File: src/rtl/card_row_scanner.sv
// card_row_scanner: turns the VGA counters into sprite-ROM addresses for a
// single horizontal row of up to 16 card slots, then composites the ROM's
// returned pixel over the background two cycles later.
// Optional feature macro: SELECT_HIGHLIGHT_EN (outline around the selected card).
//
// Walker state | meaning
// -------------+--------------------------------------------------
// idle         | outside the row; nothing is addressed
// active       | col/slot track the pixel being sampled this cycle
module card_row_scanner #(
    parameter int          ROW_X0       = 64,
    parameter int          ROW_Y0       = 400,
    parameter int          SLOTS        = 16,
    parameter logic [11:0] BG_COLOR     = 12'h060,
    parameter logic [11:0] KEY_COLOR    = 12'hF0F,
    parameter logic [11:0] HILITE_COLOR = 12'hFF0
) (
    input  logic        clk_25MHz,
    input  logic        rst_n,
    input  logic [9:0]  h_cnt,
    input  logic [9:0]  v_cnt,
    input  logic        video_valid,
    input  logic        wr_en,
    input  logic [3:0]  wr_slot,
    input  logic [5:0]  wr_card,
    input  logic        clr,
    input  logic [3:0]  sel_slot,
    input  logic        sel_valid,
    output logic [5:0]  card_type,
    output logic [5:0]  pixel_x,
    output logic [5:0]  pixel_y,
    input  logic [11:0] card_pixel,
    output logic [11:0] rgb
);

    localparam logic [9:0] X0       = 10'(ROW_X0);
    localparam logic [9:0] Y0       = 10'(ROW_Y0);
    localparam logic [9:0] Y_END    = 10'(ROW_Y0 + 46);
    localparam logic [3:0] LAST_SLT = 4'(SLOTS - 1);
    localparam logic [5:0] LAST_COL = 6'd35;
    localparam logic [5:0] EMPTY    = 6'd63;

    logic [5:0]  slot_tbl_q [16];
    logic        act_q, act_d;
    logic [5:0]  col_q, col_d;
    logic [3:0]  slot_q, slot_d;

    logic [5:0]  code;
    logic [9:0]  v_off;
    logic        in_rows, in_card, border;

    logic [5:0]  card_type_q, pixel_x_q, pixel_y_q;
    logic        in_card1_q, border1_q, vv1_q;
    logic        in_card2_q, border2_q, vv2_q;
    logic [11:0] rgb_q, rgb_d;

    // Slot table: clear beats write; out-of-range slot indices are dropped.
    always_ff @(posedge clk_25MHz or negedge rst_n) begin
        if (!rst_n) begin
            for (int i = 0; i < 16; i++) slot_tbl_q[i] <= EMPTY;
        end else if (clr) begin
            for (int i = 0; i < 16; i++) slot_tbl_q[i] <= EMPTY;
        end else if (wr_en && (int'(wr_slot) < SLOTS)) begin
            slot_tbl_q[wr_slot] <= wr_card;
        end
    end

    // Walker state register: remembers the position of the last sampled pixel.
    always_ff @(posedge clk_25MHz or negedge rst_n) begin
        if (!rst_n) begin
            act_q  <= 1'b0;
            col_q  <= '0;
            slot_q <= '0;
        end else begin
            act_q  <= act_d;
            col_q  <= col_d;
            slot_q <= slot_d;
        end
    end

    // Walker next state: position of the pixel being sampled now. Counting
    // instead of dividing h_cnt means a jump in h_cnt only resyncs at ROW_X0.
    always_comb begin
        act_d  = 1'b0;
        col_d  = col_q;
        slot_d = slot_q;
        if (h_cnt == X0) begin
            act_d  = 1'b1;
            col_d  = '0;
            slot_d = '0;
        end else if (act_q) begin
            act_d = 1'b1;
            if (col_q == LAST_COL) begin
                if (slot_q == LAST_SLT) begin
                    act_d = 1'b0;
                end else begin
                    col_d  = '0;
                    slot_d = slot_q + 4'd1;
                end
            end else begin
                col_d = col_q + 6'd1;
            end
        end
    end

    // Walker outputs: in-card decode and selection outline for this pixel.
    always_comb begin
        code    = slot_tbl_q[slot_d];
        v_off   = v_cnt - Y0;
        in_rows = (v_cnt >= Y0) && (v_cnt < Y_END);
        in_card = act_d && (col_d < 6'd32) && in_rows && (code < 6'd54);
`ifdef SELECT_HIGHLIGHT_EN
        border  = sel_valid && (sel_slot == slot_d) && in_card &&
                  ((col_d == 6'd0) || (col_d == 6'd31) ||
                   (v_off[5:0] == 6'd0) || (v_off[5:0] == 6'd45));
`else
        border  = 1'b0;
`endif
    end

`ifndef SELECT_HIGHLIGHT_EN
    logic unused_sel;
    assign unused_sel = ^{sel_slot, sel_valid};
`endif
    logic unused_voff;
    assign unused_voff = ^v_off[9:6];

    // Stage 1: ROM address plus flags; zero address outside cards.
    always_ff @(posedge clk_25MHz or negedge rst_n) begin
        if (!rst_n) begin
            card_type_q <= '0;
            pixel_x_q   <= '0;
            pixel_y_q   <= '0;
            in_card1_q  <= 1'b0;
            border1_q   <= 1'b0;
            vv1_q       <= 1'b0;
        end else begin
            card_type_q <= in_card ? code        : 6'd0;
            pixel_x_q   <= in_card ? col_d       : 6'd0;
            pixel_y_q   <= in_card ? v_off[5:0]  : 6'd0;
            in_card1_q  <= in_card;
            border1_q   <= border;
            vv1_q       <= video_valid;
        end
    end

    // Stage 2: flags delayed to line up with the ROM's returned pixel.
    always_ff @(posedge clk_25MHz or negedge rst_n) begin
        if (!rst_n) begin
            in_card2_q <= 1'b0;
            border2_q  <= 1'b0;
            vv2_q      <= 1'b0;
            rgb_q      <= '0;
        end else begin
            in_card2_q <= in_card1_q;
            border2_q  <= border1_q;
            vv2_q      <= vv1_q;
            rgb_q      <= rgb_d;
        end
    end

    // Compositing: blanking, then outline, then opaque card pixel, then background.
    always_comb begin
        rgb_d = BG_COLOR;
        if (!vv2_q)
            rgb_d = 12'h000;
        else if (border2_q)
            rgb_d = HILITE_COLOR;
        else if (in_card2_q && (card_pixel != KEY_COLOR))
            rgb_d = card_pixel;
    end

    assign card_type = card_type_q;
    assign pixel_x   = pixel_x_q;
    assign pixel_y   = pixel_y_q;
    assign rgb       = rgb_q;

endmodule

File: config.mk
export PLATFORM = sky130hd
export DESIGN_NAME = card_row_scanner
export DESIGN_NICKNAME = d
export VERILOG_FILES = /design/src/rtl/card_row_scanner.sv
export SDC_FILE = /design/constraint.sdc
export NUM_CORES = 1
export LEC_CHECK = 0
export ABC_CLOCK_PERIOD_IN_PS = 6200
export CAP_MARGIN = 0
export CORE_MARGIN = 1
export CORE_UTILIZATION = 45
export CTS_CLUSTER_DIAMETER = 60
export CTS_CLUSTER_SIZE = 10
export DETAILED_ROUTE_END_ITERATION = 10
export HOLD_SLACK_MARGIN = 0.06
export PLACE_DENSITY = 0.73
export SLEW_MARGIN = 15
export SYNTH_ARGS = -nofsm -noshare
export SYNTH_HDL_FRONTEND = slang
export SYNTH_SLANG_ARGS = --single-unit
File: constraint.sdc
create_clock -name clk_25MHz -period 6.2 [get_ports clk_25MHz]
set_clock_uncertainty 0.05 [all_clocks]
set_input_delay 1.55 -clock clk_25MHz [delete_from_list [all_inputs] [get_ports clk_25MHz]]
set_output_delay 1.55 -clock clk_25MHz [all_outputs]
set_load 0.01 [all_outputs]
==> impl_results.md, run 1 <==
- Status: complete, no violations
- Commonest non-fill, non-tap cell in the layout: nand2_1
- Clock transition at path regs: 0.06 ns
- Cell taking the most area after synthesis: dfstp_2
- FF+latch count, synth: 141
- HPWL after DPL: 11.2 mm
- Crit path kind: in2reg
- GRT Total Usage: 0.235
- Final core occ: 0.568
- Final wirelength: 17.7 mm
- TritonCTS buffer count: 17
- Mapped Area: 7070 µm²
- FFs w/ async S/R, synth: 1.00
- CORE AREA: 15300 µm²
- Mapped Avg Cell Area: 10.3 µm²
- Vias per inst: 5.69
- Routed length per instance: 18.3 µm
- Routability congestion estimate: 0.843
- Max clock buf depth: 2
- Worst slew pin tran: 1.16 ns
- Residual DRC: 0
- Fmax: 207 MHz
- CP startpoint: h_cnt[1]
- YS warnings: 0
- EDFF count, synth: 0
- Top FF cell, synth: dfstp_2
- Unique cell type count in the Yosys netlist: 66
- First-pass GRT wire length: 29.1 mm
- Die Footprint: 16200 µm²
- # IOs: 82
- Max-slew violations: 0
- # hold bufs at CTS: 0
- Fin nets: 797
- R2r startpoint: col_q[3]
- Htree depth: 4
- Largest net degree at the start of global routing: 76
- # setup viols final: 0
- Multi-input logic area: 3140 µm²
- # clock sinks: 141
- CP Capture Type: flip-flop
- WP data arrival: 5.11 ns
- CTS root buf: clkbuf_16
- GRT overflow: 0
- Rows: 45
- Iter 0 DRT Violations: 605
- Setup tns final: 0 ns
- Setup bufs post-CTS: 0
- RSZ-0062 raised after global routing: no
- Post-synth top area share: 0.357
- Final period utilization: 0.780
- Die Wd: 127 µm
- Synth Instances: 684
- Most frequent cells in the layout: 132 x nand2_1, 96 x dfstp_2, 75 x clkdlybuf4s50_1
- Register area share after synthesis: 0.516
- Total nets after synthesis: 741
- Skew-Pair Late Insertion Delay: 0.43 ns
- Hold_sp: vv1_q
- Antenna violations before repair: 0
- Area contributors post-synth: dfstp_2 36%, dfrtp_1 16%, mux2i_1 9.9%
- Max-Cap Viols: 0
- Final hold vios: 0
- Worst Hold Class: reg2reg
- Slew headroom: 0.222
- Maximum resistive drop on vdd: 262 µV
- Initial cell density of the core: 0.463
- TritonCTS clock tree: done
- Cts repair resizes: 0
- Vias in the first global route: 5484
- # fillers: 1249
- Ant. Diodes: 0
- First drt pass iteration count: 5
- Period minus WS final: 4.84 ns
- Vias: 5483
- Antenna-violating nets left: 0
- Layout cell share with drive strength beyond 1: 0.212
- Leak: 3.45 nW
- Critical path data required time: 6.47 ns
- Die Y: 127 µm
- CP Launch Type: primary input
- Max FO, Critical Path: 25
- IO Port Bufs: 76
- Sequential cell area: 3650 µm²
- P per Cell Area: 338 nW/µm²
- Syn-to-layout area delta: 22.5%
[sequential cells by signal, indices dropped and copies added (netlist names), 4 cells and up]
register and cells:
slot_q 4, slot_tbl_q 96, card_type 6, rgb 12, pixel_x 6, pixel_y 6, col_q 6
[cells in the mapped netlist, types with 4 or more instances]
cell type and n:
buf_2 6, dfrtp_1 45, nor3_1 5, ha_1 5, nand2_1 132, and2_1 10, and3_1 12, a211oi_1 8
buf_1 6, o21ai_0 11, a31oi_1 25, nand3_1 31, nor2b_1 32, a211o_1 32, buf_6 5, dfstp_2 96
nand3b_1 4, a311oi_1 7, clkbuf_1 28, a21oi_1 8, inv_1 8, nor2_1 32, mux2i_1 70
[logic make-up after synthesis]
group / after synthesis / synth area share
adders and majority gates: 5 / 0.00885
buffers and inverters: 61 / 0.0407
and+or+nand+nor: 283 / 0.197
other: 1 / 0.000531
muxes: 72 / 0.102
AOI/OAI and AO/OA: 117 / 0.127
DFF: 141 / 0.516
xor gates and xnor gates: 4 / 0.00761
[worst max-delay path, stage by stage]
cell	delay [ns]
clkdlybuf4s50_1	0.40
nor4_1	0.36
nand4_1	0.24
buf_4	0.29
nand2_4	0.28
clkinv_2	0.47
mux2_2	0.42
o21ai_1	0.19
a31oi_1	0.21
a21o_2	0.36
a311oi_1	0.32
[layout make-up]
type,instances,share of cell area
multi-input combinational,482,0.362
clock buffer,23,0.0613
inverter,12,0.00535
timing repair buffer,86,0.0966
tap,211,0.0305
sequential,141,0.421
clock inverter,9,0.0228
[report_power, final]
| group | total [mW] | internal [mW] | switching, mW |
|---|---|---|---|
| registers | 1.01 | 0.970 | 0.0397 |
| clock network | 1.24 | 0.844 | 0.391 |
| logic | 0.679 | 0.242 | 0.437 |
| total | 2.92 | 2.06 | 0.867 |
[per-layer routing]
| metal | wire length [µm] | GRT usage | vias to the layer above | share of wire |
|---|---|---|---|---|
| met5 | 0 | 0 | - | 0 |
| met4 | 474 | 0.107 | 0 | 0.027 |
| met3 | 1220 | 0.0532 | 33 | 0.069 |
| met2 | 8340 | 0.381 | 224 | 0.47 |
| met1 | 7640 | 0.301 | 2716 | 0.43 |
| li1 | - | - | 2510 | - |
[path summary, 6_finish.rpt]
path | slack [ns] | endpoint | depth (start not counted)
setup / recovery | 1.36 | pixel_y[5] | 11
hold / removal | 0.30 | vv2_q | 0
setup reg to reg | 1.80 | pixel_y[5] | 10
hold reg to reg | 0.30 | vv2_q | 0
max in group asynchronous | 3.81 | slot_tbl_q[85] | 2
min in group asynchronous | 1.05 | rgb[5] | 1
[per-stage QoR]
step	worst slack, ns	area, µm²	hold WS, ns	power, mW	cells
floorplan	2.43	7070	0.281	1.51	684
global placement	1.03	7930	0.289	1.67	932
detailed placement	0.975	7930	0.292	1.69	932
CTS	1.38	8660	0.305	2.93	964
global route	1.09	8660	0.327	3.05	964
finish	1.36	8660	0.302	2.92	964
Power figures use the tool's default switching activity.
==> run 2, diff against run 1 <==
--- a/config.mk
+++ b/config.mk
@@ -5,7 +5,7 @@
 export SDC_FILE = /design/constraint.sdc
 export NUM_CORES = 1
 export LEC_CHECK = 0
-export ABC_CLOCK_PERIOD_IN_PS = 6200
+export ABC_CLOCK_PERIOD_IN_PS = 4260
 export CAP_MARGIN = 0
 export CORE_MARGIN = 1
 export CORE_UTILIZATION = 45
@@ -13,7 +13,7 @@
 export CTS_CLUSTER_SIZE = 10
 export DETAILED_ROUTE_END_ITERATION = 10
 export HOLD_SLACK_MARGIN = 0.06
-export PLACE_DENSITY = 0.73
+export PLACE_DENSITY = 0.76
 export SLEW_MARGIN = 15
 export SYNTH_ARGS = -nofsm -noshare
 export SYNTH_HDL_FRONTEND = slang
==> constraint.sdc (replaced) <==
create_clock -name clk_25MHz -period 4.26 [get_ports clk_25MHz]
set_clock_uncertainty 0.05 [all_clocks]
set_input_delay 1.065 -clock clk_25MHz [delete_from_list [all_inputs] [get_ports clk_25MHz]]
set_output_delay 1.065 -clock clk_25MHz [all_outputs]
set_load 0.01 [all_outputs]
==> impl_results.md, run 2 (synthesized netlist as in run 1, its figures left out) <==
- TritonCTS buffer count: 17 (unchanged)
- First drt pass iteration count: 9 (+4)
- # clock sinks: 141 (unchanged)
- Status: complete, no violations
- Vias in the first global route: 5844 (+6.6%)
- Worst Hold Class: reg2reg
- Max-Cap Viols: 0 (unchanged)
- Combinational Power Share: 0.260 (+0.028)
- Fmax: 273 MHz
- Die Wd: 127 µm (unchanged)
- Layout cell share with drive strength beyond 1: 0.227 (+0.0144)
- HPWL after DPL: 12.0 mm (+6.5%)
- Final hold vios: 0 (unchanged)
- Sequential cell area: 3650 µm² (unchanged)
- # IOs: 82 (unchanged)
- CP startpoint: h_cnt[1]
- Max clock buf depth: 2 (unchanged)
- Largest net degree at the start of global routing: 112 (+47%)
- First-pass GRT wire length: 30.1 mm (+3.3%)
- Final wirelength: 18.7 mm (+5.6%)
- Ant. Diodes: 0 (unchanged)
- CORE AREA: 15300 µm² (unchanged)
- R2r startpoint: col_q[3]
- Commonest non-fill, non-tap cell in the layout: nand2_1
- Syn-to-layout area delta: 23.0%
- Multi-input logic area: 3140 µm² (unchanged)
- Residual DRC: 0 (unchanged)
- GRT Max-Usage Layer: met2
- Setup bufs post-CTS: 0 (unchanged)
- Met3 global-route usage: 0.0490 (-0.00419)
- Routability congestion estimate: 0.839 (-0.52%)
- Slew headroom: 0.259 (+0.0370)
- GR Layer Usage met1: 0.305 (+0.00362)
- # setup viols final: 0 (unchanged)
- Die Y: 127 µm (unchanged)
- CP Launch Type: primary input
- Antenna violations before repair: 0 (unchanged)
- Routed length per instance: 19.1 µm (+4.1%)
- Max FO, Critical Path: 14 (-44%)
- Most frequent cells in the layout: 132 x nand2_1, 96 x dfstp_2, 75 x clkdlybuf4s50_1
- Iter 0 DRT Violations: 557 (-7.9%)
- Initial cell density of the core: 0.463 (unchanged)
- Clock share of power: 0.387 (-0.035)
- Critical path data required time: 4.49 ns (-1.98 ns)
- Max-slew violations: 0 (unchanged)
- P per Cell Area: 479 nW/µm² (+42%)
- Met2 Usage GRT: 0.395 (+0.0141)
- Vias: 5749 (+4.9%)
- Antenna-violating nets left: 0 (unchanged)
- Int Pwr: 2.87 mW (+40%)
- CTS root buf: clkbuf_16
- Hold_sp: in_card1_q
- GRT Total Usage: 0.242 (+0.00647)
- Worst slew pin tran: 1.11 ns (-0.0465 ns)
- Cts repair resizes: 0 (unchanged)
- # fillers: 1231 (-1.4%)
- Largest Register: slot_tbl_q
- Maximum resistive drop on vdd: 332 µV (+27%)
- # hold bufs at CTS: 0 (unchanged)
- Fin nets: 812 (+1.9%)
- Net Sw Frac: 0.311 (+0.0141)
- Final period utilization: 0.860
- Skew-Pair Late Insertion Delay: 0.42 ns (about the same)
- Clock transition at path regs: 0.06 ns (about the same)
- Rows: 45 (unchanged)
- Setup tns final: 0 ns (unchanged)
- Period minus WS final: 3.66 ns
- Htree depth: 4 (unchanged)
- TritonCTS clock tree: done
- Total Power: 4.17 mW (+43%)
- Psw: 1.30 mW (+49%)
- WP data arrival: 3.90 ns (-1.21 ns)
- Leak: 3.49 nW (+1.0%)
- Vias per inst: 5.88 (+3.4%)
- IO Port Bufs: 76 (unchanged)
- Max FFs per register: 96 (unchanged)
- RSZ-0062 raised after global routing: no
- Die Footprint: 16200 µm² (unchanged)
- CP Capture Type: flip-flop
- Sequential share of power: 0.354 (+0.009)
- GRT overflow: 0 (unchanged)
- Crit path kind: in2reg
## run 2: cell types whose count changed in the layout (fill, tap and decap cells not counted), sizes merged
cell	previous run	this run
clkinv	3	5
clkinvlp	1	2
buf	11	26
bufinv	6	4
clkbuf	23	21
## run 2: layer usage
metal	wire length, µm	share of wire	up-vias
met2	8950	0.48	285
li1	-	-	2553
met5	0	0	-
met4	718	0.038	0
met3	1340	0.072	55
met1	7660	0.41	2856
## run 2: power by group through the flow
stage | clock, mW | sequential (mW) | combinational (mW)
finish | 1.61 | 1.48 | 1.08
global route | 1.69 | 1.48 | 1.16
CTS | 1.64 | 1.48 | 1.07
detailed placement | 0 | 1.49 | 1.06
global placement | 0 | 1.49 | 1.04
floorplan | 0 | 1.48 | 0.717
## run 2: layout make-up
cell class	instances	area share
sequential	141	0.420
multi-input combinational	482	0.361
timing repair buffer	101	0.109
clock buffer	21	0.0565
tap	211	0.0304
clock inverter	10	0.0183
inverter	12	0.00532
## run 2: path summary, 6_finish.rpt
kind,to,cells after the start,slack (ns)
worst min-delay path,in_card2_q,0,0.30
worst max register to register,pixel_y[4],10,0.64
worst min register to register,in_card2_q,0,0.30
min in group asynchronous,col_q[2],1,0.79
worst max-delay path,pixel_y[4],10,0.60
max in group asynchronous,slot_tbl_q[40],2,2.53
## run 2: metrics by stage
stage / hold WS (ns) / cell area [µm²] / std cells / util / setup WS [ns]
2_1_floorplan: 0.281 / 7070 / 684 / - / 0.980
3_3_place_gp: 0.287 / 8050 / 947 / 0.527 / 0.268
3_5_place_dp: 0.289 / 8050 / 947 / 0.527 / 0.238
4_1_cts: 0.309 / 8700 / 978 / 0.570 / 0.648
5_1_grt: 0.318 / 8700 / 978 / 0.570 / 0.382
6_report: 0.304 / 8700 / 978 / 0.570 / 0.597
## run 2: worst max-delay path: stages
cell and delay, ns:
clkdlybuf4s50_1 0.40, nor4_1 0.33, and4_1 0.32, or3_1 0.40
inv_1 0.25, nand2_1 0.16, a21oi_1 0.10, nor4_2 0.40
a21o_2 0.33, a311oi_1 0.14
==> run 3, diff against run 2 <==
--- a/config.mk
+++ b/config.mk
@@ -5,7 +5,7 @@
 export SDC_FILE = /design/constraint.sdc
 export NUM_CORES = 1
 export LEC_CHECK = 0
-export ABC_CLOCK_PERIOD_IN_PS = 4260
+export ABC_CLOCK_PERIOD_IN_PS = 4800
 export CAP_MARGIN = 0
 export CORE_MARGIN = 1
 export CORE_UTILIZATION = 45
@@ -13,7 +13,7 @@
 export CTS_CLUSTER_SIZE = 10
 export DETAILED_ROUTE_END_ITERATION = 10
 export HOLD_SLACK_MARGIN = 0.06
-export PLACE_DENSITY = 0.76
+export PLACE_DENSITY = 0.73
 export SLEW_MARGIN = 15
 export SYNTH_ARGS = -nofsm -noshare
 export SYNTH_HDL_FRONTEND = slang
==> constraint.sdc (replaced) <==
create_clock -name clk_25MHz -period 4.8 [get_ports clk_25MHz]
set_clock_uncertainty 0.05 [all_clocks]
set_input_delay 1.2 -clock clk_25MHz [delete_from_list [all_inputs] [get_ports clk_25MHz]]
set_output_delay 1.2 -clock clk_25MHz [all_outputs]
set_load 0.01 [all_outputs]
==> impl_results.md, run 3 (synthesized netlist as in run 1, its figures left out) <==
- Status: complete, no violations
- TritonCTS clock tree: done
- Largest net degree at the start of global routing: 118 (+5.4%)
- Vias: 5564 (-3.2%)
- Max FO, Critical Path: 20 (+6)
- Skew-Pair Late Insertion Delay: 0.42 ns (about the same)
- Critical path data required time: 5.01 ns (+0.52 ns)
- # hold bufs at CTS: 0 (unchanged)
- # fillers: 1282 (+4.1%)
- Slew headroom: 0.288 (+0.0287)
- Initial cell density of the core: 0.463 (unchanged)
- First-pass GRT wire length: 29.0 mm (-3.7%)
- Die Y: 127 µm (unchanged)
- Rows: 45 (unchanged)
- Final hold vios: 0 (unchanged)
- Multi-input logic area: 3130 µm² (-0.16%)
- Layout cell share with drive strength beyond 1: 0.212 (-0.0150)
- Routability congestion estimate: 0.783 (-6.7%)
- Sequential share of power: 0.378 (+0.024)
- # clock sinks: 141 (unchanged)
- Vias in the first global route: 5595 (-4.3%)
- CORE AREA: 15300 µm² (unchanged)
- Worst Hold Class: reg2reg
- Total Power: 3.45 mW (-17%)
- Sequential cell area: 3650 µm² (unchanged)
- Setup tns final: 0 ns (unchanged)
- Worst slew pin tran: 1.07 ns (-0.0430 ns)
- Final period utilization: 0.841
- Setup bufs post-CTS: 0 (unchanged)
- Leak: 3.41 nW (-2.2%)
- Vias per inst: 5.73 (-2.5%)
- Die Wd: 127 µm (unchanged)
- Iter 0 DRT Violations: 449 (-19%)
- Fin nets: 804 (-0.99%)
- Die Footprint: 16200 µm² (unchanged)
- # setup viols final: 0 (unchanged)
- Max FFs per register: 96 (unchanged)
- Clock transition at path regs: 0.06 ns (about the same)
- Max clock buf depth: 2 (unchanged)
- Final wirelength: 17.7 mm (-5.1%)
- GRT overflow: 0 (unchanged)
- GRT Total Usage: 0.233 (-0.00896)
- Combinational Power Share: 0.262 (+0.002)
- Antenna-violating nets left: 0 (unchanged)
- # IOs: 82 (unchanged)
- Period minus WS final: 4.04 ns
- Maximum resistive drop on vdd: 253 µV (-24%)
- CP Capture Type: flip-flop
- WP data arrival: 4.25 ns (+0.35 ns)
- Cts repair resizes: 0 (unchanged)
- CTS root buf: clkbuf_16
- HPWL after DPL: 11.4 mm (-4.5%)
- Ant. Diodes: 0 (unchanged)
- Max-Cap Viols: 0 (unchanged)
- IO Port Bufs: 76 (unchanged)
- Commonest non-fill, non-tap cell in the layout: nand2_1
- First drt pass iteration count: 5 (-4)
- P per Cell Area: 404 nW/µm² (-16%)
- Syn-to-layout area delta: 20.7%
- Max-slew violations: 0 (unchanged)
- Htree depth: 4 (unchanged)
- Residual DRC: 0 (unchanged)
- Routed length per instance: 18.2 µm (-4.5%)
- Net Sw Frac: 0.319 (+0.00811)
- Fmax: 248 MHz
- Int Pwr: 2.35 mW (-18%)
- Crit path kind: in2reg
- Largest Register: slot_tbl_q
- TritonCTS buffer count: 17 (unchanged)
- Clock share of power: 0.360 (-0.027)
- Antenna violations before repair: 0 (unchanged)
- RSZ-0062 raised after global routing: no
- Psw: 1.10 mW (-15%)
- CP Launch Type: primary input
- Most frequent cells in the layout: 132 x nand2_1, 96 x dfstp_2, 75 x clkdlybuf4s50_1
## run 3: final timing paths
path,cells past startpoint,to,slack (ns),from
min,0,in_card2_q,0.30,in_card1_q
max in group asynchronous,2,slot_tbl_q[93],2.84,rst_n
max reg2reg,10,pixel_y[4],1.08,col_q[3]
min reg2reg,0,in_card2_q,0.30,in_card1_q
max,12,pixel_y[4],0.76,h_cnt[1]
min in group asynchronous,1,vv2_q,0.86,rst_n
## run 3: power by group through the flow
stage	registers (mW)	clock network [mW]	logic [mW]
2_1_floorplan	1.32	0	0.637
3_3_place_gp	1.32	0	0.864
3_5_place_dp	1.32	0	0.885
4_1_cts	1.31	1.27	0.891
5_1_grt	1.31	1.32	0.985
6_report	1.31	1.24	0.903
## run 3: area by class of cell
class	count	area share
Clock inverter	9	0.0111
Multi-Input combinational cell	482	0.367
Inverter	12	0.00543
Timing Repair Buffer	93	0.104
Tap cell	211	0.0309
Clock buffer	23	0.0537
Sequential cell	141	0.428
## run 3: routing by layer
layer | GRT usage | vias to the layer above | wire [µm] | share of wire
met2 | 0.367 | 241 | 8180 | 0.46
met5 | 0 | - | 0 | 0
li1 | - | 2541 | - | -
met1 | 0.298 | 2743 | 7630 | 0.43
met4 | 0.123 | 0 | 596 | 0.034
met3 | 0.0561 | 39 | 1300 | 0.073
## run 3: critical path, cell delays in order
cell,delay [ns]
clkdlybuf4s50_1,0.39
nor4_1,0.36
nand4_1,0.13
buf_4,0.25
o211ai_2,0.24
inv_2,0.24
nand2_1,0.22
a211oi_1,0.08
o21a_1,0.19
nor4_2,0.46
a21o_2,0.33
a311oi_1,0.13
## run 3: through the flow
step                std cells  setup slack, ns  hold WS [ns]  area, µm²  utilization
global route              971            0.633         0.302       8530        0.559
CTS                       971            0.796         0.298       8530        0.559
finish                    971            0.761         0.298       8530        0.559
global placement          939            0.446         0.287       7980        0.523
detailed placement        939            0.388         0.285       7980        0.523
floorplan                 684             1.38         0.281       7070            -
